[src/rtl/alu_ctrl.sv]
// Command sequencer around a combinational ALU: 8-entry register file, valid/ready command
// and response channels. Define ALU_CTRL_B2B_EN to accept a new command during the response handshake.
module alu_ctrl #(
    parameter int DWIDTH = 32,
    parameter int NREG   = 8,
    parameter int AWIDTH = 3
) (
    input  logic              i_clk,
    input  logic              i_rst,
    input  logic              i_cmd_valid,
    output logic              o_cmd_ready,
    input  logic              i_cmd_ld,
    input  logic [2:0]        i_cmd_f,
    input  logic [AWIDTH-1:0] i_cmd_ra,
    input  logic [AWIDTH-1:0] i_cmd_rb,
    input  logic [AWIDTH-1:0] i_cmd_rd,
    input  logic [DWIDTH-1:0] i_cmd_imm,
    output logic [DWIDTH-1:0] o_alu_a,
    output logic [DWIDTH-1:0] o_alu_b,
    output logic [2:0]        o_alu_f,
    input  logic [DWIDTH-1:0] i_alu_y,
    input  logic              i_alu_c,
    output logic              o_rsp_valid,
    input  logic              i_rsp_ready,
    output logic [DWIDTH-1:0] o_rsp_y,
    output logic              o_rsp_c,
    output logic [AWIDTH-1:0] o_rsp_rd,
    output logic              o_rsp_err
);

    typedef enum logic [1:0] {
        ST_IDLE = 2'b00,
        ST_EXEC = 2'b01,
        ST_RESP = 2'b10
    } state_t;

    localparam logic [2:0]        F_ILLEGAL = 3'b011;
    localparam logic [AWIDTH-1:0] REG_ZERO  = {AWIDTH{1'b0}};

    state_t              state_r;
    state_t              state_nxt_s;
    logic [DWIDTH-1:0]   regs_r [NREG];
    logic [DWIDTH-1:0]   alu_a_r;
    logic [DWIDTH-1:0]   alu_b_r;
    logic [2:0]          alu_f_r;
    logic [DWIDTH-1:0]   rsp_y_r;
    logic                rsp_c_r;
    logic [AWIDTH-1:0]   rsp_rd_r;
    logic                rsp_err_r;
    logic                cmd_ready_s;
    logic                accept_s;
    logic [DWIDTH-1:0]   rdata_a_s;
    logic [DWIDTH-1:0]   rdata_b_s;
    logic                wr_en_s;
    logic [AWIDTH-1:0]   wr_addr_s;
    logic [DWIDTH-1:0]   wr_data_s;

    // Command-ready decode; held low throughout reset.
    always_comb begin
        cmd_ready_s = 1'b0;
        if (i_rst) begin
            cmd_ready_s = 1'b0;
        end else begin
            case (state_r)
                ST_IDLE: cmd_ready_s = 1'b1;
`ifdef ALU_CTRL_B2B_EN
                ST_RESP: cmd_ready_s = i_rsp_ready;
`else
                ST_RESP: cmd_ready_s = 1'b0;
`endif
                default: cmd_ready_s = 1'b0;
            endcase
        end
    end

    assign accept_s = i_cmd_valid & cmd_ready_s;

    // Next-state logic.
    always_comb begin
        state_nxt_s = state_r;
        case (state_r)
            ST_IDLE: begin
                if (accept_s) begin
                    state_nxt_s = i_cmd_ld ? ST_RESP : ST_EXEC;
                end else begin
                    state_nxt_s = ST_IDLE;
                end
            end
            ST_EXEC: state_nxt_s = ST_RESP;
            ST_RESP: begin
                if (i_rsp_ready && accept_s) begin
                    state_nxt_s = i_cmd_ld ? ST_RESP : ST_EXEC;
                end else if (i_rsp_ready) begin
                    state_nxt_s = ST_IDLE;
                end else begin
                    state_nxt_s = ST_RESP;
                end
            end
            default: state_nxt_s = ST_IDLE;
        endcase
    end

    // State register.
    always_ff @(posedge i_clk) begin
        if (i_rst) begin
            state_r <= ST_IDLE;
        end else begin
            state_r <= state_nxt_s;
        end
    end

    // Source reads; R0 is hard-wired to zero.
    always_comb begin
        rdata_a_s = {DWIDTH{1'b0}};
        rdata_b_s = {DWIDTH{1'b0}};
        if (i_cmd_ra != REG_ZERO) begin
            rdata_a_s = regs_r[i_cmd_ra];
        end else begin
            rdata_a_s = {DWIDTH{1'b0}};
        end
        if (i_cmd_rb != REG_ZERO) begin
            rdata_b_s = regs_r[i_cmd_rb];
        end else begin
            rdata_b_s = {DWIDTH{1'b0}};
        end
    end

    // Single write port: ALU write-back in EXEC, immediate load on accept (never both).
    always_comb begin
        wr_en_s   = 1'b0;
        wr_addr_s = REG_ZERO;
        wr_data_s = {DWIDTH{1'b0}};
        if ((state_r == ST_EXEC) && (alu_f_r != F_ILLEGAL)) begin
            wr_en_s   = 1'b1;
            wr_addr_s = rsp_rd_r;
            wr_data_s = i_alu_y;
        end else if (accept_s && i_cmd_ld) begin
            wr_en_s   = 1'b1;
            wr_addr_s = i_cmd_rd;
            wr_data_s = i_cmd_imm;
        end else begin
            wr_en_s   = 1'b0;
        end
    end

    // Register file storage; writes to R0 are dropped.
    always_ff @(posedge i_clk) begin
        if (i_rst) begin
            for (int i = 0; i < NREG; i++) begin
                regs_r[i] <= {DWIDTH{1'b0}};
            end
        end else if (wr_en_s && (wr_addr_s != REG_ZERO)) begin
            regs_r[wr_addr_s] <= wr_data_s;
        end
    end

    // Operand and function-code registers feeding the ALU.
    always_ff @(posedge i_clk) begin
        if (i_rst) begin
            alu_a_r <= {DWIDTH{1'b0}};
            alu_b_r <= {DWIDTH{1'b0}};
            alu_f_r <= 3'b000;
        end else if (accept_s && !i_cmd_ld) begin
            alu_a_r <= rdata_a_s;
            alu_b_r <= rdata_b_s;
            alu_f_r <= i_cmd_f;
        end
    end

    // Response fields: destination on accept, data on load accept or ALU capture.
    always_ff @(posedge i_clk) begin
        if (i_rst) begin
            rsp_y_r   <= {DWIDTH{1'b0}};
            rsp_c_r   <= 1'b0;
            rsp_rd_r  <= REG_ZERO;
            rsp_err_r <= 1'b0;
        end else if (state_r == ST_EXEC) begin
            if (alu_f_r == F_ILLEGAL) begin
                rsp_y_r   <= {DWIDTH{1'b0}};
                rsp_c_r   <= 1'b0;
                rsp_err_r <= 1'b1;
            end else begin
                rsp_y_r   <= i_alu_y;
                rsp_c_r   <= i_alu_c;
                rsp_err_r <= 1'b0;
            end
        end else if (accept_s) begin
            rsp_rd_r <= i_cmd_rd;
            if (i_cmd_ld) begin
                rsp_y_r   <= i_cmd_imm;
                rsp_c_r   <= 1'b0;
                rsp_err_r <= 1'b0;
            end
        end
    end

    assign o_cmd_ready = cmd_ready_s;
    assign o_alu_a     = alu_a_r;
    assign o_alu_b     = alu_b_r;
    assign o_alu_f     = alu_f_r;
    assign o_rsp_valid = (state_r == ST_RESP);
    assign o_rsp_y     = rsp_y_r;
    assign o_rsp_c     = rsp_c_r;
    assign o_rsp_rd    = rsp_rd_r;
    assign o_rsp_err   = rsp_err_r;

endmodule

[config.mk]
export PLATFORM = sky130hd
export DESIGN_NAME = alu_ctrl
export DESIGN_NICKNAME = d
export VERILOG_FILES = /design/src/rtl/alu_ctrl.sv
export SDC_FILE = /design/constraint.sdc
export NUM_CORES = 1
export LEC_CHECK = 0
export CAP_MARGIN = 20
export CORE_ASPECT_RATIO = 0.8
export CORE_UTILIZATION = 63
export DETAILED_ROUTE_END_ITERATION = 7
export DONT_BUFFER_PORTS = 1
export PLACE_DENSITY = 0.9
export SKIP_CTS_REPAIR_TIMING = 1
export SYNTH_ARGS = -nofsm -noshare
export SYNTH_HDL_FRONTEND = slang
export SYNTH_SLANG_ARGS = --single-unit
[constraint.sdc]
create_clock -name i_clk -period 6.5 [get_ports i_clk]
set_input_delay 1.3 -clock i_clk [delete_from_list [all_inputs] [get_ports i_clk]]
set_output_delay 1.3 -clock i_clk [all_outputs]
set_load 0.05 [all_outputs]
==> results of run 1 <==
-- cells by family (layout without fill, tap and decap cells) --
group | count (synthesis) | after routing
flip-flops | 330 | 330
AND/OR/NAND/NOR | 447 | 447
AO/OA/AOI/OAI | 260 | 260
buffers and inverters | 123 | 86
multiplexers | 162 | 162
-- final timing paths --
path | end | slack (ns) | cells past startpoint
max | o_alu_b[29] | 2.84 | 8
min | state_r[1] | 0.56 | 2
max reg2reg | regs_r[5][14] | 2.89 | 5
min reg2reg | state_r[1] | 0.56 | 2
-- routing by layer --
| metal | part of all wire (%) | global-route usage [%] |
|---|---|---|
| met4 | 3.8 | 14.2 |
| met3 | 15 | 10.1 |
| met5 | 0 | 0 |
| met1 | 35 | 44.4 |
| met2 | 46 | 53.9 |
-- cell usage in the layout, fill, tap and decap left out, drive strengths merged, types with 2 or more instances in the layout --
cell      instances
clkinv           16
inv               5
and3b             2
dfxtp           106
clkbuf           36
clkinvlp          2
nor4              3
mux2i           126
a211oi           63
mux2              2
nor2b             3
nand2b            6
a221oi            2
a2111oi          30
o22ai            30
bufinv            3
nor3b             3
o21ai            21
a21oi            68
nor2            295
nor4b             2
o221ai            6
a22oi            33
mux4             34
nand2            32
edfxtp          224
nor3             98
buf              24
-- sequential cells by signal, indices dropped and copies added (netlist names) --
| register | count |
|---|---|
| o_rsp_c | 1 |
| o_alu_f | 3 |
| state_r | 2 |
| o_rsp_rd | 3 |
| regs_r | 224 |
| o_alu_b | 32 |
| o_rsp_err | 1 |
| o_alu_a | 32 |
| o_rsp_y | 32 |
-- critical path, delay by kind of cell --
family | cells | cell delay, ns
simple gates | 4 | 0.84
buf+inv | 4 | 1.87
-- where the power goes --
group	switching, mW	internal [mW]
logic	0.217	0.127
clock network	0.779	0.977
registers	0.190	2.33
-- per-stage QoR --
step	util [%]	area (um^2)	power [mW]	cells	hold WS, ns
final	69.4	16400	4.62	1597	0.560
after global placement	65.2	15400	2.87	1539	0.541
after detailed placement	65.2	15400	2.89	1539	0.549
after global routing	69.4	16400	4.73	1597	0.608
after floorplan	-	15300	2.83	1322	0.520
after CTS	69.3	16400	4.60	1595	0.557
-- cell type report --
class	instances	area (um^2)	area share, %
clock buffers	36	783	4.77
multi-input cells	869	5990	36.5
inverters	6	22.5	0.137
well taps	312	390	2.38
flip-flops and latches	330	8850	53.9
repair buffers	24	195	1.19
clock inverters	20	181	1.11
==> flow_summary.ini, run 1 <==
[sta]
finalCritPeriodShare_pct = 56.4
hold_viol = 0
post-route-min-period_ns = 3.66
skew_ns = 0.0156
unrepaired_setup_endpoints_after_global_routing = no
tightest_slew_ns = 1.23
slew-limit-headroom_pct = 18.1
finalSetupViolCount = 0
max_freq_mhz = 273
postLayoutSetupSlackWorst_ns = 2.84
maxSlewViolCount = 0
timing.setup.tns_ns = 0

[yosys]
synth_seq_area_share_pct = 57.7
synth_top_family_by_area = multiplexers
synthesis.instances = 1322
post_synth_main_area_contributors = sky130_fd_sc_hd__edfxtp_1 (44%), sky130_fd_sc_hd__dfxtp_1 (14%), sky130_fd_sc_hd__mux2i_1 (8.2%)
yosys_most_used_dff = sky130_fd_sc_hd__edfxtp_1
post_synth_most_frequent_cells = sky130_fd_sc_hd__nor2_1 (292), sky130_fd_sc_hd__edfxtp_1 (224), sky130_fd_sc_hd__mux2i_1 (126), sky130_fd_sc_hd__dfxtp_1 (106), sky130_fd_sc_hd__nor3_1 (95)
synth.top_cell.area_share_pct = 43.9
yosysWarningCount = 0
post_synth.cell_area_avg_um2 = 11.6
synth_largest_area_cell = sky130_fd_sc_hd__edfxtp_1
synthesized_area_fraction_occupied_by_ao_oa_aoi_and_oai_cells_pct = 11.7
synth.ff_latch_count = 330
synthArstFlopShare_pct = 0
syn_area_um2 = 15300
synth-simple-area-share_pct = 12.9
syn_nets = 1404
post_synth_mux_area_share_pct = 13.4
post-synth-top-count-cell = sky130_fd_sc_hd__nor2_1
synth_cell_types = 46
synth-adder-area-share_pct = 0
post_synth_xor_area_fraction_pct = 0
synth_enable_flop_cells = 224

[critical_path]
worstPathCellList = or3_1, inv_2, nand3b_4, buf_4, inv_2, buf_4, nor2_1, nor3_1
timing.setup.critical_path_class = in2reg
critPathCaptureType = register
crit_arrival_ns = 4.08
critical_path.startpoint_type = input pin
critical_path.slowest_cell = sky130_fd_sc_hd__buf_4
max_stage_delay_ns = 0.67
timing.critical_path.fanout_max = 95
crit_start = i_rst
regToRegStartpoint = state_r[0]
worst-endpoint-required_ns = 6.91

[clock_network]
clk-insertion-delay-late_ns = 0.57
root_buffer = sky130_fd_sc_hd__clkbuf_16
cts.clk_slew.worst_paths_ns = 0.07
clock_path_buffers = 3
cts.htree.levels = 1
cts_inserted_buffers = 30
cts.sinks = 330
tritoncts = yes

[global_routing]
track_usage_pct = 34.1
first_global_vias = 11400
grt_pass1_wl_um = 64800
grt_max_degree = 96
grt_antenna_before_repair = 1
grt_remaining_overflow = 0

[die]
placementRows = 50
design.die.area_um2 = 25000
design.core.area_um2 = 23600
die_x_extent_um = 176
floorplan.initialDensity_pct = 64.9
fp.dieH_um = 142
ioPinCount = 188

[pwr]
p_leak_nw = 5.73
vdd_ir_drop_max_mv = 0.220
powerDensity_nw_per_um2 = 281

[detailed_routing]
total_wire_length_um = 42800
drt_pass1_iterations = 8
drtAntennaViolNets = 0
vias = 11600
initialDrtViolationCount = 1664
vias_per_instance = 7.24
remaining_drc_errors = 0
routedWlPerCell_um = 26.8

[placed_design]
gpl_congestion = 0.847
post-dp-hpwl_um = 25100
pre_cts_ws_ns = 2.35
portBuffers = 0

[min_path]
hold_path_class = reg2reg
hold_path.startpoint = state_r[1]

[finish]
finalNetCount = 1343
area_growth_pct = 7.03
layout-drive-gt1-share_pct = 10.7
filler_cell_count = 1579
antenna_cells = 0

[status]
status = complete, no violations

[flow_run]
max_cap_viol_count = 0
No activity file was read; power rests on OpenSTA's default activity.
==> inputs of run 2 (changes only) <==
==> constraint.sdc (replaced) <==
create_clock -name i_clk -period 3.8 [get_ports i_clk]
set_input_delay 0.76 -clock i_clk [delete_from_list [all_inputs] [get_ports i_clk]]
set_output_delay 0.76 -clock i_clk [all_outputs]
set_load 0.05 [all_outputs]
==> run 2 against run 1 <==
Compared with the run above: non-clock buffer count up 17; global-route usage is 0.87 points higher; first-iteration DRC count increased by 1.2%; sequential cell count did not move; register-to-register slack got worse by 2.3 ns; largest cell class unchanged; largest power group unchanged.
==> flow_summary.ini, run 2 (synthesized netlist as in run 1, its figures left out) <==
[die]
design.die.area_um2 = 25000
ioPinCount = 188
floorplan.initialDensity_pct = 64.9
die_x_extent_um = 176
placementRows = 50
design.core.area_um2 = 23600
fp.dieH_um = 142

[detailed_routing]
drtAntennaViolNets = 0
drt_pass1_iterations = 6
vias = 11600
vias_per_instance = 7.19
remaining_drc_errors = 0
total_wire_length_um = 43900
routedWlPerCell_um = 27.1
initialDrtViolationCount = 1684

[finish]
finalNetCount = 1364
largest_register_ff_count = 224
layout-drive-gt1-share_pct = 12.4
design_area_um2 = 16800
final_std_cells_w_o_fill = 1620
mostFrequentLayoutCells = sky130_fd_sc_hd__nor2_1 (291), sky130_fd_sc_hd__edfxtp_1 (224), sky130_fd_sc_hd__mux2i_1 (126)
area_growth_pct = 9.76
filler_cell_count = 1542
max_flop_register = regs_r
antenna_cells = 0
layout.cells.most_common = sky130_fd_sc_hd__nor2_1

[pwr]
p_leak_nw = 5.95
vdd_ir_drop_max_mv = 0.423
totalPowerFinal_mw = 8.36
powerDensity_nw_per_um2 = 497

[global_routing]
grt_max_degree = 96
grt_antenna_before_repair = 1
first_global_vias = 11600
grt_remaining_overflow = 0
track_usage_pct = 35.0
grt_pass1_wl_um = 65400

[clock_network]
tritoncts = yes
cts.htree.levels = 2
cts.clk_slew.worst_paths_ns = 0.07
cts_inserted_buffers = 34
root_buffer = sky130_fd_sc_hd__clkbuf_16
clock_path_buffers = 3
cts.sinks = 330
clk-insertion-delay-late_ns = 0.52

[flow_run]
max_cap_viol_count = 0

[min_path]
hold_path_class = in2reg

[sta]
slew-limit-headroom_pct = 29.7
unrepaired_setup_endpoints_after_global_routing = no
hold_viol = 0
post-route-min-period_ns = 3.20
finalSetupViolCount = 0
finalCritPeriodShare_pct = 84.2
max_freq_mhz = 313
skew_ns = 0.0221
maxSlewViolCount = 0
tightest_slew_ns = 1.05

[placed_design]
post-dp-hpwl_um = 25900
numPlacedInstances = 1557
gpl_congestion = 0.836
portBuffers = 0
dpl_cell_area_um2 = 15700

[critical_path]
max_stage_delay_ns = 0.72
crit_arrival_ns = 3.33
timing.critical_path.fanout_max = 32
critical_path.slowest_cell = sky130_fd_sc_hd__nor3b_2
timing.setup.critical_path_class = reg2reg
critPathCaptureType = register
critical_path.startpoint_type = register
worstPathCellList = and3b_1, nor3b_2, nor2_1, o21ai_4, buf_4
worst-endpoint-required_ns = 3.93

[status]
status = complete, no violations
run 2: cell count changes in the layout (fill, tap and decap cells not counted), sizes merged:
cell      delta
clkbuf      +16
buf         +17
bufinv       -1
clkinvlp     -2
clkinv       -7
run 2: area by class of cell:
cell class,instances,area (um^2),area share (%)
tap,312,390,2.32
clock buffer,52,1050,6.26
clock inverter,10,96.3,0.572
multi-input combinational,869,5990,35.6
inverter,6,22.5,0.134
sequential,330,8850,52.6
timing repair buffer,41,428,2.54
run 2: critical path: cells and delay by family (launching register included):
kind / cells / cell delay, ns
simple gates: 3 / 1.54
buf+inv: 1 / 0.54
flops: 1 / 0.49
compound gates: 1 / 0.22
run 2: worst paths after layout:
path / from / to / slack, ns / depth (start not counted)
worst min-delay path: i_rst / o_rsp_rd[2] / 0.32 / 1
worst max-delay path: o_alu_f[1] / regs_r[7][31] / 0.60 / 5
worst max register to register: o_alu_f[1] / regs_r[7][31] / 0.60 / 5
worst min register to register: state_r[1] / state_r[1] / 0.57 / 2
run 2: metrics by stage:
| step | hold WS, ns | TNS (ns) | utilization (%) | setup WS, ns |
|---|---|---|---|---|
| final | 0.320 | 0 | 71.2 | 0.601 |
| after global routing | 0.304 | 0 | 71.2 | 0.497 |
| after CTS | 0.308 | 0 | 71.1 | 0.637 |
| after detailed placement | 0.559 | 0 | 66.3 | 0.568 |
| after global placement | 0.540 | 0 | 66.1 | 0.654 |
| after floorplan | 0.520 | -95.68 | - | -0.617 |
run 2: layer usage:
layer / share of wire, % / global-route usage [%]
met5: 0 / 0
met2: 47 / 56.1
met1: 35 / 45.4
met4: 3.6 / 14.5
met3: 15 / 9.46
run 2: power by group:
| part | total [mW] | leakage, nW | internal, mW | switching (mW) |
|---|---|---|---|---|
| clock | 3.43 | 0.567 | 2.05 | 1.38 |
| sequential | 4.30 | 3.17 | 3.98 | 0.320 |
| combinational | 0.621 | 2.22 | 0.237 | 0.384 |
==> inputs of run 3 (changes only) <==
--- a/config.mk
+++ b/config.mk
@@ -7,10 +7,10 @@
 export LEC_CHECK = 0
 export CAP_MARGIN = 20
 export CORE_ASPECT_RATIO = 0.8
-export CORE_UTILIZATION = 63
+export CORE_UTILIZATION = 57
 export DETAILED_ROUTE_END_ITERATION = 7
 export DONT_BUFFER_PORTS = 1
-export PLACE_DENSITY = 0.9
+export PLACE_DENSITY = 0.86
 export SKIP_CTS_REPAIR_TIMING = 1
 export SYNTH_ARGS = -nofsm -noshare
 export SYNTH_HDL_FRONTEND = slang
==> constraint.sdc (replaced) <==
create_clock -name i_clk -period 2.7 [get_ports i_clk]
set_input_delay 0.54 -clock i_clk [delete_from_list [all_inputs] [get_ports i_clk]]
set_output_delay 0.54 -clock i_clk [all_outputs]
set_load 0.05 [all_outputs]
==> run 3 against run 2 <==
Compared with the run above: register-to-register slack got worse by 0.46 ns; hold slack got worse by 0.22 ns; first-iteration DRC count increased by 0.53%; critical path depth decreased by 1; sequential power increased by 41%; core utilization decreased by 6.4 points; final cell count increased by 4.1%; routed wire length increased by 0.57%; clock power increased by 46%; worst setup slack got worse by 0.46 ns; largest cell class unchanged; power increased by 43%; clock-buffer cell count decreased by 4; highest routed layer is now met5.
==> flow_summary.ini, run 3 (synthesized netlist as in run 1, its figures left out) <==
[sta]
skew_ns = 0.0152
finalSetupViolCount = 0
timing.setup.tns_ns = 0
unrepaired_setup_endpoints_after_global_routing = no
tightest_slew_ns = 1.02
max_freq_mhz = 391
maxSlewViolCount = 0
hold_viol = 0
slew-limit-headroom_pct = 31.7
finalCritPeriodShare_pct = 94.7
post-route-min-period_ns = 2.56

[finish]
mostFrequentLayoutCells = sky130_fd_sc_hd__nor2_1 (291), sky130_fd_sc_hd__edfxtp_1 (224), sky130_fd_sc_hd__mux2i_1 (126)
antenna_cells = 0
layout-drive-gt1-share_pct = 14.3
finalNetCount = 1386
design_area_um2 = 17100
layout.cells.most_common = sky130_fd_sc_hd__nor2_1
max_flop_register = regs_r
largest_register_ff_count = 224
area_growth_pct = 11.3

[detailed_routing]
drt_pass1_iterations = 6
routedWlPerCell_um = 26.2
vias_per_instance = 6.82
vias = 11500
total_wire_length_um = 44200
remaining_drc_errors = 0
initialDrtViolationCount = 1693
drtAntennaViolNets = 0

[clock_network]
cts.clk_slew.worst_paths_ns = 0.06
cts.htree.levels = 2
tritoncts = yes
cts.sinks = 330
clock_path_buffers = 3
clk-insertion-delay-late_ns = 0.52
cts_inserted_buffers = 34
root_buffer = sky130_fd_sc_hd__clkbuf_16

[pwr]
powerDensity_nw_per_um2 = 702
p_leak_nw = 6.04
vdd_ir_drop_max_mv = 0.568

[global_routing]
first_global_vias = 11500
grt_remaining_overflow = 0
grt_pass1_wl_um = 65900
grt_max_degree = 96
grt_antenna_before_repair = 1
track_usage_pct = 31.9

[flow_run]
max_cap_viol_count = 0

[placed_design]
dpl_cell_area_um2 = 15800
gpl_congestion = 0.823
portBuffers = 0
post-dp-hpwl_um = 25800

[critical_path]
critPathCaptureType = register
reg2reg_setup_slack_ns = 0.14
worst-endpoint-required_ns = 3.03
timing.setup.critical_path_class = reg2reg
crit_arrival_ns = 2.89
critical_path.startpoint_type = register
timing.critical_path.fanout_max = 34

[min_path]
hold_path_class = in2reg

[die]
design.die.area_um2 = 27600
die_x_extent_um = 185
placementRows = 53
design.core.area_um2 = 26300
ioPinCount = 188
floorplan.initialDensity_pct = 58.3
fp.dieH_um = 149

[status]
status = complete, no violations
==> run 3: cell types whose count changed in the layout (fill, tap and decap cells not counted), moves of 2 or more <==
cell,previous run,this run
sky130_fd_sc_hd__bufinv_16,2,5
sky130_fd_sc_hd__o221ai_2,0,6
sky130_fd_sc_hd__clkbuf_8,5,3
sky130_fd_sc_hd__clkinv_1,4,2
sky130_fd_sc_hd__buf_4,31,53
sky130_fd_sc_hd__o221ai_4,6,0
==> run 3: area by class of cell <==
| class | instances | area (um^2) |
|---|---|---|
| fill | 1842 | 9260 |
| clock buffer | 48 | 997 |
| multi-input combinational | 869 | 5950 |
| tap | 357 | 447 |
| clock inverter | 14 | 204 |
| sequential | 330 | 8850 |
| inverter | 6 | 22.5 |
| timing repair buffer | 63 | 598 |
==> run 3: layer usage <==
layer,part of all wire (%),vias to the layer above,GRT usage (%)
li1,-,4930,-
met5,0.025,-,0
met4,3.9,2,14.0
met3,15,185,9.72
met2,45,959,49.0
met1,36,5428,41.9
==> run 3: worst max-delay path, cell delays in order, from the launching register on <==
cell and delay (ns):
sky130_fd_sc_hd__dfxtp_1 0.47, sky130_fd_sc_hd__nand2b_2 0.29, sky130_fd_sc_hd__nor2_4 0.85, sky130_fd_sc_hd__a22oi_1 0.45, sky130_fd_sc_hd__nor3_1 0.28
==> run 3: report_power, final <==
| part | internal (mW) | switching [mW] | leakage (nW) | total (mW) |
|---|---|---|---|---|
| registers | 5.61 | 0.444 | 3.17 | 6.05 |
| clock network | 3.07 | 1.94 | 0.593 | 5.01 |
| logic | 0.366 | 0.551 | 2.28 | 0.917 |
| total | 9.04 | 2.93 | 6.04 | 12.0 |
==> run 3: final timing paths <==
| check | from | to | cells past startpoint |
|---|---|---|---|
| worst max-delay path | state_r[0] | regs_r[1][18] | 4 |
| worst min-delay path | i_rst | o_rsp_rd[0] | 1 |
| worst max register to register | state_r[0] | regs_r[1][18] | 4 |
| worst min register to register | state_r[1] | state_r[1] | 2 |
==> run 3: through the flow <==
step | utilization [%] | power (mW) | instances | setup slack [ns] | hold WS [ns]
final | 64.8 | 12.0 | 1687 | 0.144 | 0.100
after CTS | 64.7 | 12.0 | 1687 | -0.0445 | 0.0923
after detailed placement | 60.2 | 7.04 | 1625 | -0.0515 | 0.545
after global placement | 60.2 | 6.99 | 1625 | 0.0362 | 0.544
after floorplan | - | 6.81 | 1322 | -0.243 | 0.520
after global routing | 64.8 | 12.2 | 1687 | 0.00252 | 0.0923
